## src/rtl/fetch_pkg.sv

```systemverilog
// Shared types and constants for the instruction fetch unit.
package fetch_pkg;

    // Fetch control states.
    typedef enum logic [2:0] {
        ST_REQ   = 3'd0,
        ST_WAIT  = 3'd1,
        ST_DRAIN = 3'd2,
        ST_VALID = 3'd3,
        ST_HALT  = 3'd4
    } fetch_state_t;

    // Exception vector geometry; bit index equals the mcause code.
    localparam int unsigned EXC_W                  = 16;
    localparam logic [3:0]  EXC_INSTR_MISALIGNED   = 4'd0;
    localparam logic [3:0]  EXC_INSTR_ACCESS_FAULT = 4'd1;

    // Instruction word substituted when a fetch faults (addi x0,x0,0).
    localparam logic [31:0] FETCH_NOP = 32'h0000_0013;

    // Build a one-hot exception vector from an mcause bit index.
    function automatic logic [EXC_W-1:0] exc_vec(input logic [3:0] idx);
        logic [EXC_W-1:0] v;
        v      = {EXC_W{1'b0}};
        v[idx] = 1'b1;
        return v;
    endfunction

endpackage

```

## src/rtl/instr_fetch_unit_checker.sv

```systemverilog
// Protocol checks for the fetch unit; no functional logic.
module instr_fetch_unit_checker
    import fetch_pkg::*;
(
    input logic             clk,
    input logic             rst,
    input fetch_state_t     state,
    input logic             imem_resp_valid,
    input logic [EXC_W-1:0] out_exception
);

    // A response may only arrive while a request is outstanding.
    a_resp_legal: assert property (@(posedge clk) disable iff (!rst)
        imem_resp_valid |-> (state == ST_WAIT || state == ST_DRAIN));

    // At most one exception cause is reported per packet.
    a_exc_onehot: assert property (@(posedge clk) disable iff (!rst)
        $onehot0(out_exception));

endmodule

```

## src/rtl/instr_fetch_unit.sv

```systemverilog
// Instruction fetch unit: owns the fetch PC, issues single-outstanding
// requests to instruction memory and hands packets to decode.
module instr_fetch_unit
    import fetch_pkg::*;
#(
    parameter logic [63:0] RESET_PC  = 64'h0000_0000_8000_0000,
    parameter logic [31:0] NOP_INSTR = FETCH_NOP
)(
    input  logic             clk,
    input  logic             rst,
    input  logic             redirect_valid,
    input  logic [63:0]      redirect_pc,
    output logic             imem_req_valid,
    input  logic             imem_req_ready,
    output logic [63:0]      imem_req_addr,
    input  logic             imem_resp_valid,
    input  logic [31:0]      imem_resp_data,
    input  logic             imem_resp_err,
    output logic             out_valid,
    input  logic             out_ready,
    output logic [63:0]      out_pc,
    output logic [31:0]      out_instr,
    output logic [EXC_W-1:0] out_exception
);

    fetch_state_t     state_r, state_s;
    logic [63:0]      pc_r, pc_s;
    logic             out_valid_r, out_valid_s;
    logic [63:0]      out_pc_r, out_pc_s;
    logic [31:0]      out_instr_r, out_instr_s;
    logic [EXC_W-1:0] out_exc_r, out_exc_s;
    logic             req_valid_s;
    logic             req_fire_s;
    logic             outstanding_s;

    // Request is issued only from REQ with an aligned PC, and never in reset.
    assign req_valid_s    = rst && (state_r == ST_REQ) && (pc_r[1:0] == 2'b00);
    assign req_fire_s     = req_valid_s && imem_req_ready;
    assign imem_req_valid = req_valid_s;
    assign imem_req_addr  = pc_r;
    assign out_valid      = out_valid_r;
    assign out_pc         = out_pc_r;
    assign out_instr      = out_instr_r;
    assign out_exception  = out_exc_r;

    // A response is still owed if we are waiting and it is not arriving now,
    // or a request is being accepted this very cycle.
    assign outstanding_s = (((state_r == ST_WAIT) || (state_r == ST_DRAIN)) && !imem_resp_valid)
                         || ((state_r == ST_REQ) && req_fire_s);

    // Next-state and next-output computation; redirect overrides everything.
    always_comb begin
        state_s     = state_r;
        pc_s        = pc_r;
        out_valid_s = out_valid_r;
        out_pc_s    = out_pc_r;
        out_instr_s = out_instr_r;
        out_exc_s   = out_exc_r;
        if (redirect_valid) begin
            pc_s        = redirect_pc;
            out_valid_s = 1'b0;
            if (outstanding_s) begin
                state_s = ST_DRAIN;
            end else begin
                state_s = ST_REQ;
            end
        end else begin
            case (state_r)
                ST_REQ: begin
                    if (pc_r[1:0] != 2'b00) begin
                        out_valid_s = 1'b1;
                        out_pc_s    = pc_r;
                        out_instr_s = NOP_INSTR;
                        out_exc_s   = exc_vec(EXC_INSTR_MISALIGNED);
                        state_s     = ST_VALID;
                    end else if (req_fire_s) begin
                        state_s = ST_WAIT;
                    end else begin
                        state_s = ST_REQ;
                    end
                end
                ST_WAIT: begin
                    if (imem_resp_valid) begin
                        out_valid_s = 1'b1;
                        out_pc_s    = pc_r;
                        state_s     = ST_VALID;
                        if (imem_resp_err) begin
                            out_instr_s = NOP_INSTR;
                            out_exc_s   = exc_vec(EXC_INSTR_ACCESS_FAULT);
                        end else begin
                            out_instr_s = imem_resp_data;
                            out_exc_s   = {EXC_W{1'b0}};
                        end
                    end else begin
                        state_s = ST_WAIT;
                    end
                end
                ST_DRAIN: begin
                    if (imem_resp_valid) begin
                        state_s = ST_REQ;
                    end else begin
                        state_s = ST_DRAIN;
                    end
                end
                ST_VALID: begin
                    if (out_ready) begin
                        out_valid_s = 1'b0;
                        if (out_exc_r == {EXC_W{1'b0}}) begin
                            pc_s    = pc_r + 64'd4;
                            state_s = ST_REQ;
                        end else begin
                            state_s = ST_HALT;
                        end
                    end else begin
                        state_s = ST_VALID;
                    end
                end
                ST_HALT: begin
                    state_s = ST_HALT;
                end
                default: begin
                    out_valid_s = 1'b0;
                    state_s     = ST_REQ;
                end
            endcase
        end
    end

    // State, PC and output packet registers with asynchronous reset.
    always_ff @(posedge clk or negedge rst) begin
        if (!rst) begin
            state_r     <= ST_REQ;
            pc_r        <= RESET_PC;
            out_valid_r <= 1'b0;
            out_pc_r    <= 64'd0;
            out_instr_r <= 32'd0;
            out_exc_r   <= {EXC_W{1'b0}};
        end else begin
            state_r     <= state_s;
            pc_r        <= pc_s;
            out_valid_r <= out_valid_s;
            out_pc_r    <= out_pc_s;
            out_instr_r <= out_instr_s;
            out_exc_r   <= out_exc_s;
        end
    end

    instr_fetch_unit_checker u_checker (
        .clk             (clk),
        .rst             (rst),
        .state           (state_r),
        .imem_resp_valid (imem_resp_valid),
        .out_exception   (out_exc_r)
    );

endmodule

```

## config.mk

```make
export PLATFORM = sky130hd
export DESIGN_NAME = instr_fetch_unit
export DESIGN_NICKNAME = d
export VERILOG_FILES = /design/src/rtl/fetch_pkg.sv /design/src/rtl/instr_fetch_unit_checker.sv /design/src/rtl/instr_fetch_unit.sv
export SDC_FILE = /design/constraint.sdc
export NUM_CORES = 1
export LEC_CHECK = 0
export ABC_CLOCK_PERIOD_IN_PS = 6180
export CAP_MARGIN = 10
export CORE_ASPECT_RATIO = 0.6
export CORE_MARGIN = 8
export CORE_UTILIZATION = 50
export CTS_CLUSTER_DIAMETER = 30
export DETAILED_ROUTE_END_ITERATION = 8
export PLACE_DENSITY = 0.87
export SYNTH_ARGS = -nofsm -noshare
export SYNTH_HDL_FRONTEND = slang
export SYNTH_SLANG_ARGS = --single-unit
```

## constraint.sdc

```tcl
create_clock -name clk -period 6.18 [get_ports clk]
set_input_delay 0.618 -clock clk [delete_from_list [all_inputs] [get_ports clk]]
set_output_delay 0.618 -clock clk [all_outputs]
set_load 0.03 [all_outputs]
```

==> Word-level counts from Yosys, hierarchy flattened <==
Index checks and enable logic that the tools add are counted.
{ "word_totals": {"inputBits": 103, "word_cells": 67, "regBits": 180} }
{ "op_classes": {"n_eq_ne": 10, "addsub": 1, "bitwise_logic": 1, "n_mux": 29, "n_reduce_logical": 20} }
{ "op_table": {"columns": ["operator", "n"], "rows": [
  ["two-way mux 64 bit", 6],
  ["one-hot mux 64 bit (2 select lines)", 1],
  ["two-way mux 32 bit", 3],
  ["adder 64 x 3 -> 64 bit, second input constant", 1],
  ["one-hot mux 32 bit (2 select lines)", 1],
  ["two-way mux 16 bit", 2],
  ["one-hot mux 16 bit (2 select lines)", 1],
  ["logical NOT 16 bit", 1],
  ["one-hot mux 3 bit (5 select lines)", 1],
  ["two-way mux 2 bit", 5],
  ["nonzero test 2 bit", 5],
  ["two-way mux 3 bit", 3],
  ["AND reduction 4 bit", 2],
  ["== test 3 x 2 -> 1 bit, second input constant", 2],
  ["!= test 3 bit, second input constant", 2],
  ["logical AND 1 bit", 5],
  ["two-way mux 1 bit", 5],
  ["!= test 2 x 1 -> 1 bit, second input constant", 2],
  ["one-hot mux 1 bit (4 select lines)", 1],
  ["== test 3 x 1 -> 1 bit, second input constant", 1],
  ["== test 3 bit, second input constant", 1],
  ["logical NOT 3 bit", 1],
  ["!= test 3 x 2 -> 1 bit, second input constant", 1],
  ["AND reduction 3 bit", 1],
  ["other kinds (6)", 7]
]} }

==> Longest topological paths before layout <==
Gate-level depths: netlist of the first run.
{ "depth": {"ltp_word": 8, "depth_mapped": 9} }

==> Worst setup path before layout of the first run <==
Ideal clock, no wire load.
{ "synth_timing": {"path_type": "register to register", "start": "register pc_r[31], in the netlist imem_req_addr[31]", "end": "register pc_r[54], in the netlist imem_req_addr[54]", "arrival_ns": 2.317, "period_less_slack_ns": 2.399, "path_slack_ns": 3.781, "required_ns": 6.098, "path_stages_with_launch": 6, "setup_ns": 0.082, "path_cell_list": "dfstp_2 -> nand3_4 -> or4_4 -> or4_4 -> or3_1 -> a31oi_1"} }
{ "synth_between": {"elab_chain_len": 5} }
{ "synth_lines": {"columns": ["item", "line", "source"], "rows": [
  ["from (decl)", "instr_fetch_unit.sv:27", "logic [63:0] pc_r, pc_s;"],
  ["from (signal assigned)", "instr_fetch_unit.sv:140", "pc_r <= pc_s;"],
  ["adder 64 x 3 -> 64 bit", "instr_fetch_unit.sv:109", "pc_s = pc_r + 64'd4;"],
  ["two-way mux 64 bit", "instr_fetch_unit.sv:108", "if (out_exc_r == {EXC_W{1'b0}}) begin"],
  ["two-way mux 64 bit", "instr_fetch_unit.sv:106", "if (out_ready) begin"],
  ["two-way mux 64 bit", "instr_fetch_unit.sv:68", "case (state_r)"],
  ["two-way mux 64 bit", "instr_fetch_unit.sv:59", "if (redirect_valid) begin"]
]} }
No other way between the ends. The select of a mux whose other input is x is not followed.
A chain may end at the register's enable or synchronous reset.

==> Worst setup path after layout of the first run <==
{ "layout_timing": {"start": "input port redirect_valid", "end": "register out_pc_r[36], in the netlist out_pc[36]"} }
{ "layout_between": {"elab_chain_len": 2} }
{ "layout_lines": {"columns": ["item", "line", "source"], "rows": [
  ["from (decl)", "instr_fetch_unit.sv:11", "input logic redirect_valid,"],
  ["inverter 1 bit (no line)", null, null],
  ["AND reduction 4 bit (no line)", null, null],
  ["to (signal assigned)", "instr_fetch_unit.sv:142", "out_pc_r <= out_pc_s;"],
  ["to (decl)", "instr_fetch_unit.sv:29", "logic [63:0] out_pc_r, out_pc_s;"]
]} }
No other way between the ends.

==> results of run 1 <==
## area by class of cell
type                    count  area, sq um
fillers                  1185         4659
flip-flops and latches    166         4155
multi-input cells         596         3724
repair buffers            272         2706
clock buffers              18        429.2
well taps                 209        261.5
clock inverters            14        156.4
inverters                   9        33.78
## logic make-up after synthesis
| kind of cell | after synthesis |
|---|---|
| and+or+nand+nor | 353 |
| muxes | 68 |
| other | 1 |
| buffers and inverters | 73 |
| adders and majority gates | 1 |
| xor gates and xnor gates | 38 |
| AOI/OAI and AO/OA | 122 |
| DFF | 166 |
## worst reg2reg max path, cell delays in order (launching register included)
cell and delay [ps]:
sky130_fd_sc_hd__dfrtp_1 640, sky130_fd_sc_hd__and4_1 530, sky130_fd_sc_hd__nand4_1 560, sky130_fd_sc_hd__or4_4 740
sky130_fd_sc_hd__or3_1 360, sky130_fd_sc_hd__a31oi_1 180
## where the power goes
group	switching [uW]	total [uW]	internal, uW
combinational	1080	1910	832
sequential	252	1640	1390
clock	486	1060	578
total	1820	4620	2800
## synthesized netlist by cell type (3+ instances only)
master | instances | area share [%]
sky130_fd_sc_hd__a221o_1 | 7 | 0.86
sky130_fd_sc_hd__and4_2 | 5 | 0.61
sky130_fd_sc_hd__a31oi_1 | 5 | 0.38
sky130_fd_sc_hd__or4_1 | 8 | 0.73
sky130_fd_sc_hd__nor2_1 | 36 | 1.7
sky130_fd_sc_hd__a22oi_1 | 6 | 0.55
sky130_fd_sc_hd__and4_1 | 8 | 0.86
sky130_fd_sc_hd__buf_2 | 14 | 0.86
sky130_fd_sc_hd__and3_1 | 5 | 0.38
sky130_fd_sc_hd__or3_1 | 6 | 0.46
sky130_fd_sc_hd__nand2b_1 | 5 | 0.38
sky130_fd_sc_hd__o21ai_0 | 81 | 5.0
sky130_fd_sc_hd__nor2b_1 | 11 | 0.84
sky130_fd_sc_hd__clkbuf_1 | 30 | 1.4
sky130_fd_sc_hd__inv_1 | 8 | 0.37
sky130_fd_sc_hd__nand4_1 | 30 | 2.3
sky130_fd_sc_hd__dfrtp_1 | 165 | 51
sky130_fd_sc_hd__xor2_1 | 6 | 0.64
sky130_fd_sc_hd__nor3_1 | 18 | 1.1
sky130_fd_sc_hd__mux2_2 | 61 | 8.4
sky130_fd_sc_hd__buf_4 | 14 | 1.3
sky130_fd_sc_hd__o211ai_1 | 3 | 0.28
sky130_fd_sc_hd__nor4_1 | 21 | 1.6
sky130_fd_sc_hd__nor3b_1 | 4 | 0.37
sky130_fd_sc_hd__xnor2_1 | 32 | 3.4
sky130_fd_sc_hd__buf_1 | 4 | 0.18
sky130_fd_sc_hd__nand3_1 | 31 | 1.9
sky130_fd_sc_hd__mux2i_1 | 7 | 0.86
sky130_fd_sc_hd__nand2_1 | 140 | 6.4
sky130_fd_sc_hd__a21oi_1 | 7 | 0.43
## worst max-delay path by stage
stage	slack (ps)	endpoint
after floorplan	3780	imem_req_addr[54]
after global placement	2610	out_pc[36]
after detailed placement	2540	out_pc[36]
after CTS	2980	out_pc[33]
after global routing	2680	out_pc[33]
final	2920	out_pc[36]
## registers in the layout, indices dropped and copies added (netlist names)
register / cells
imem_req_addr: 64
out_instr: 32
state_r: 3
out_pc: 64
out_valid: 1
out_exception: 2
## layer usage
layer | vias up | global-route usage (%)
met3 | 33 | 8.962
met2 | 354 | 39.55
li1 | 3415 | -
met4 | 2 | 6.036
met5 | - | 0
met1 | 3619 | 32.07
## placed cells by master (no fill, tap or decap), drive strengths merged, types with 21 or more instances in the layout
| cell type | n |
|---|---|
| xnor2 | 32 |
| mux2 | 61 |
| nand3 | 32 |
| nand2 | 141 |
| nor2 | 36 |
| nor4 | 21 |
| dfrtp | 165 |
| o21ai | 81 |
| clkdlybuf4s50 | 264 |
| nand4 | 32 |
## stage by stage
step	setup WS, ps	hold slack, ps	total power [uW]
floorplan	3781	322.4	2699
global placement	2613	461.2	3517
detailed placement	2544	470.2	3575
CTS	2980	95.65	4647
global route	2678	111.0	4830
finish	2924	95.55	4615
==> Implementation_results.wiki, run 1 <==
{| class="wikitable"
! Metric !! Value
|-
| Final setup violation count || 0
|-
| Max rail drop VDD || 0.0002906 V
|-
| CTS tree || done
|-
| Syn. warnings || 0
|-
| Number of levels the H-tree was split into || 4
|-
| CTS root buffer || sky130_fd_sc_hd__clkbuf_16
|-
| Final routed DRC violation total || 0
|-
| Worst max-slew margin expressed relative to the limit || 38.64%
|-
| Number of synthesized register bits || about 170
|-
| Layout overhead on the synthesized area || 40.29%
|-
| Hold bufs inserted after CTS || 0
|-
| Number of cells in the design after placement || 1,252
|-
| Quantity of gates resized following cts || 0
|-
| Sum of met3 wire segment lengths after detailed routing || between 2 and 3 mm
|-
| Inserted Diodes || 0
|-
| Vias after detailed routing || between 7,000 and 8,000
|-
| Average instance area after synthesis || 9.943 sq um
|-
| Dominant combinational cell family by area after synthesis || simple AND/OR/NAND/NOR gates
|-
| Clock slew at reported path FFs || 70 ps
|-
| Critical Path Start Type || input pin
|-
| Initial antenna violation count || 1
|-
| Reg2reg setup slack || around 3000 ps
|-
| Required time reported for the critical path endpoint || 6480 ps
|-
| Maximum single-stage delay on the critical path || 880 ps
|-
| Cell area reported after detailed placement || approximately 11,000 sq um
|-
| Number of design-rule violations left by the first detailed-router iteration || 764
|-
| Uppermost layer routed || met5
|-
| Tightest Pin Transition || 920.4 ps
|-
| Hold Path Class || input pin to async pin
|-
| Static power due to leakage || 0.004560 uW
|-
| Final Cell Area || 11,470 sq um
|-
| Total Nets Final || between 1,000 and 1,500
|-
| Number of stages on the worst setup path || 5
|-
| Final Core Density || between 70% and 80%
|-
| Cell count after synthesis || 822
|-
| Pin count of the biggest net entering global routing || 95
|-
| Detailed route wirelength on metal2 || 12.11 mm
|-
| Max Clk Rate || 0.3071 GHz
|-
| Run status || finished, final reports clean
|-
| Die Ht || 115.0 microns
|-
| Effective utilization at floorplan || 50.68%
|-
| Number of nets with antenna violations after routing || 0
|-
| Arrival @ worst endpoint || 3560 ps
|-
| Total buffers and inverters traversed by the critical path || 3
|-
| Total gr overflow || 0
|-
| I/O pin count || 281
|-
| Compound-Gate Fraction of Synth Area || 8.726%
|-
| Total wire length after detailed routing || 26.34 mm
|-
| Post-DR wirelength/cell || 20.52 microns
|-
| Final Hold Viols || 0
|-
| Ratio of cells with drive above 1 in the final layout || 11.53%
|-
| Routed met1 length || 11.24 mm
|-
| Unrepaired setup endpoints after global routing || no
|-
| Areal power density over the cells || 402.5 nW/um^2
|-
| Worst skew pair latency || roughly 420 ps
|-
| Wire length of the first global-routing pass || 41.16 mm
|-
| Number of global-route vias before repair || ~7,300
|-
| TritonCTS Buffers || 17
|-
| Final cell count without fillers || 1,284
|-
| Dpl hpwl || roughly 20 mm
|-
| Critical path's slowest cell || sky130_fd_sc_hd__nand2b_4
|-
| Count of maximum capacitance violations || 0
|-
| Xor and xnor area share after synthesis || approximately 4.1%
|-
| Post CTS Setup Buffer Count || 0
|-
| Distinct cells, synth || 65
|-
| DRT Pass-1 Iters || 5
|-
| Number of synthesized flops with an enable pin || 0
|-
| Worst setup EP type || flop
|-
| CP Cell Sequence || buf_4 -> clkinv_1 -> nand2b_4 -> buf_4 -> mux2_2
|-
| Worst-case clock skew || 9.702 ps
|-
| Type of the worst setup path || input pin to flop
|-
| Gr usage total || 24.82%
|-
| Share of cell area taken by muxes after synthesis || 9.262%
|-
| Clock tree sinks || ~170
|-
| Vias per Instance || approximately 5.8
|-
| Simple-gate area share of the yosys netlist || 22.54%
|-
| Core region area || 16,130 sq um
|-
| Horizontal extent of the die || 181.1 microns
|-
| Max-slew violation total from the final report || 0
|-
| Proportion of register bits with asynchronous set or reset after synthesis || 100.0%
|-
| Mapped cell area || 8173 sq um
|-
| Startpoint of the most critical register-to-register path || imem_req_addr[4]
|-
| R2r endpoint || imem_req_addr[54]
|-
| Final-layout setup total negative slack || 0 ps
|-
| CP max FO || 94
|-
| Count of input and output buffers || 266
|-
| Cell seen most often among critical-path stages || sky130_fd_sc_hd__buf_4
|-
| CTS Buffer Depth || 2
|-
| Family with the most delay on the worst path || buffers and inverters
|-
| Clock period minus worst slack || about 3300 ps
|-
| Critical path startpoint || redirect_valid
|-
| Worst reg2reg path depth || 5
|-
| Adder-cell share of the synthesized area || 0.1531%
|-
| Period Utilization, post-route || between 50% and 60%
|-
| # rows || 36
|-
| Placer's final routability congestion estimate || around 0.83
|-
| Proportion of synthesized chip area in sequential cells || 50.84%
|-
| Top FF cell, synth || sky130_fd_sc_hd__dfrtp_1
|-
| Die Outline Area || 20,830 sq um
|}
Power figures use the tool's default switching activity.
==> run 2: changes to the inputs <==
- ABC_CLOCK_PERIOD_IN_PS: 6180 -> 3370
- CORE_UTILIZATION: 50 -> 46
- PLACE_DENSITY: 0.87 -> 0.81
- clock period: 6.18 -> 3.37 ns (I/O delays scaled with it)
==> run 2 against run 1 <==
Sequential share of layout area decreased by 0.50 points. Clock power is 97% higher. Flip-flop and latch count unchanged. Clock-buffer cell count stayed put. Global-route usage down 1.4 points. Setup slack lost 2300 ps. Wire length grew 1.0%. Register-to-register slack lost 2400 ps. Via count down 0.42%. Critical endpoint is now imem_req_addr[56]. Highest routed layer is now met4.
==> Implementation_results.wiki, run 2 (same netlist as run 1, synthesis figures left out) <==
{| class="wikitable"
! Metric !! Value
|-
| Maximum single-stage delay on the critical path || between 700 and 800 ps
|-
| Total gr overflow || 0
|-
| Hold Path Class || input pin to async pin
|-
| Die Outline Area || 22,430 sq um
|-
| Effective utilization at floorplan || 47.33%
|-
| Core region area || 17,270 sq um
|-
| Vias after detailed routing || about 7,400
|-
| Post-DR wirelength/cell || 20.20 microns
|-
| Critical path startpoint || imem_req_addr[3]
|-
| Pin count of the biggest net entering global routing || 83
|-
| Worst reg2reg path depth || 6
|-
| Worst max-slew margin expressed relative to the limit || a little under two fifths
|-
| Met3 Resource Use GR || 8.508%
|-
| Max rail drop VDD || 0.0004629 V
|-
| Met2 Track Usage GR || between 30% and 40%
|-
| Unrepaired setup endpoints after global routing || no
|-
| Family with the most delay on the worst path || simple AND/OR/NAND/NOR gates
|-
| GRT busiest layer || met2
|-
| Die Ht || 119.3 microns
|-
| Gr usage total || between 20% and 30%
|-
| Vias per Instance || 5.608
|-
| Static power due to leakage || 0.004625 uW
|-
| Final routed DRC violation total || 0
|-
| Max Clk Rate || 0.3670 GHz
|-
| Placer's final routability congestion estimate || approximately 0.86
|-
| Number of design-rule violations left by the first detailed-router iteration || 757
|-
| # rows || 37
|-
| Number of stages on the worst setup path || 6
|-
| Count of maximum capacitance violations || 0
|-
| Wire length of the first global-routing pass || around 43 mm
|-
| CTS root buffer || sky130_fd_sc_hd__clkbuf_16
|-
| Run status || finished, final reports clean
|-
| Total Nets Final || 1,176
|-
| CP max FO || 8
|-
| Final Hold Viols || 0
|-
| Type of the worst setup path || flop to flop
|-
| Number of fillers in the final layout || 1,331
|-
| Worst Slack Setup Final || 645.4 ps
|-
| CP Cell Sequence || ha_1 -> nand3_1 -> nor4_1 -> nand4b_1 -> mux2i_1 -> a221o_1
|-
| Total wire length after detailed routing || around 27 mm
|-
| TritonCTS Buffers || 17
|-
| Tightest Pin Transition || 926.0 ps
|-
| Total buffers and inverters traversed by the critical path || 0
|-
| Inserted Diodes || 0
|-
| Critical path's slowest cell || sky130_fd_sc_hd__nor4_1
|-
| Capture point of the critical path || imem_req_addr[56]
|-
| Ratio of cells with drive above 1 in the final layout || 12.27%
|-
| DRT Pass-1 Iters || 5
|-
| Final-layout setup total negative slack || 0 ps
|-
| Final setup violation count || 0
|-
| Clock slew at reported path FFs || approximately 70 ps
|-
| Met1 Track Usage GR || 31.68%
|-
| Critical Path Start Type || flop
|-
| Startpoint of the most critical register-to-register path || imem_req_addr[3]
|-
| CTS tree || done
|-
| Period Utilization, post-route || 80.85%
|-
| Arrival @ worst endpoint || 3030 ps
|-
| Max-slew violation total from the final report || 0
|-
| Layout overhead on the synthesized area || 42.24%
|-
| Worst skew pair latency || roughly 420 ps
|-
| Number of global-route vias before repair || 7,419
|-
| Most common cell after layout, fill and taps aside || sky130_fd_sc_hd__clkdlybuf4s50_1
|-
| Dpl hpwl || between 15 and 20 mm
|-
| I/O pin count || 281
|-
| Worst setup EP type || flop
|-
| Initial antenna violation count || 0
|-
| Clock tree sinks || ~170
|-
| Number of nets with antenna violations after routing || 0
|-
| Required time reported for the critical path endpoint || 3670 ps
|-
| CTS Buffer Depth || 2
|-
| Count of input and output buffers || 266
|-
| Horizontal extent of the die || 188.1 microns
|-
| Reg2reg setup slack || 650 ps
|-
| Leading cell types in the layout, fill and taps excluded || 264 x sky130_fd_sc_hd__clkdlybuf4s50_1, 165 x sky130_fd_sc_hd__dfrtp_1, 140 x sky130_fd_sc_hd__nand2_1, 81 x sky130_fd_sc_hd__o21ai_0, 61 x sky130_fd_sc_hd__mux2_2
|-
| Pre-CTS setup slack || 548.7 ps
|-
| Areal power density over the cells || 739.9 nW/um^2
|-
| Number of levels the H-tree was split into || 4
|-
| Clock period minus worst slack || roughly 2700 ps
|-
| R2r endpoint || imem_req_addr[56]
|-
| Worst-case clock skew || about 13 ps
|}
## run 2: changes by cell type in the layout (fill, tap and decap cells not counted), sizes merged
cell | previous run | this run
buf | 8 | 17
bufinv | 1 | 3
clkinv | 4 | 2
inv | 18 | 16
clkinvlp | 0 | 1
dlygate4sd3 | 0 | 1
## run 2: metrics by stage
step | hold WS, ps | area [sq um] | cells | util [%] | power, uW
6_report | 359.5 | 11620 | 1318 | 67.32 | 8602
5_1_grt | 370.4 | 11620 | 1318 | 67.32 | 9011
4_1_cts | 353.2 | 11620 | 1318 | 67.32 | 8667
3_5_place_dp | 234.1 | 10990 | 1286 | 63.65 | 6563
3_3_place_gp | 235.8 | 10990 | 1286 | 63.65 | 6486
2_1_floorplan | 41.41 | 8222 | 835 | - | 4949
## run 2: worst min-delay path by stage
stage / startpoint / end / depth (start not counted)
floorplan: rst / imem_req_addr[0] / 0
global placement: rst / out_pc[50] / 1
detailed placement: rst / out_pc[50] / 1
CTS: rst / out_pc[38] / 2
global route: rst / out_pc[38] / 2
finish: rst / out_pc[38] / 2
## run 2: repair_timing
item / 4_1_cts / 5_1_grt
hold buffers: 1 / 0
resized for setup: 0 / 0
buffers inserted: 0 / 0
endpoints found under the hold margin: 28 / 0
## run 2: layout make-up
type / count / area (sq um) / area share (%)
Sequential cell: 166 / 4155 / 35.74
Multi-Input combinational cell: 596 / 3724 / 32.03
Timing Repair Buffer: 282 / 2796 / 24.06
Clock buffer: 18 / 439.2 / 3.778
Tap cell: 234 / 292.8 / 2.519
Clock inverter: 13 / 183.9 / 1.582
Inverter: 9 / 33.78 / 0.2906
## run 2: power breakdown
group / switching (uW) / internal [uW] / total (uW)
Clock: 875 / 1210 / 2090
Sequential: 427 / 2550 / 2970
Combinational: 1990 / 1550 / 3540
## run 2: routing by layer
layer	vias to the layer above	part of all wire, %
met2	369	45
met3	26	10
met4	0	1.2
met1	3586	44
li1	3411	-
met5	-	0
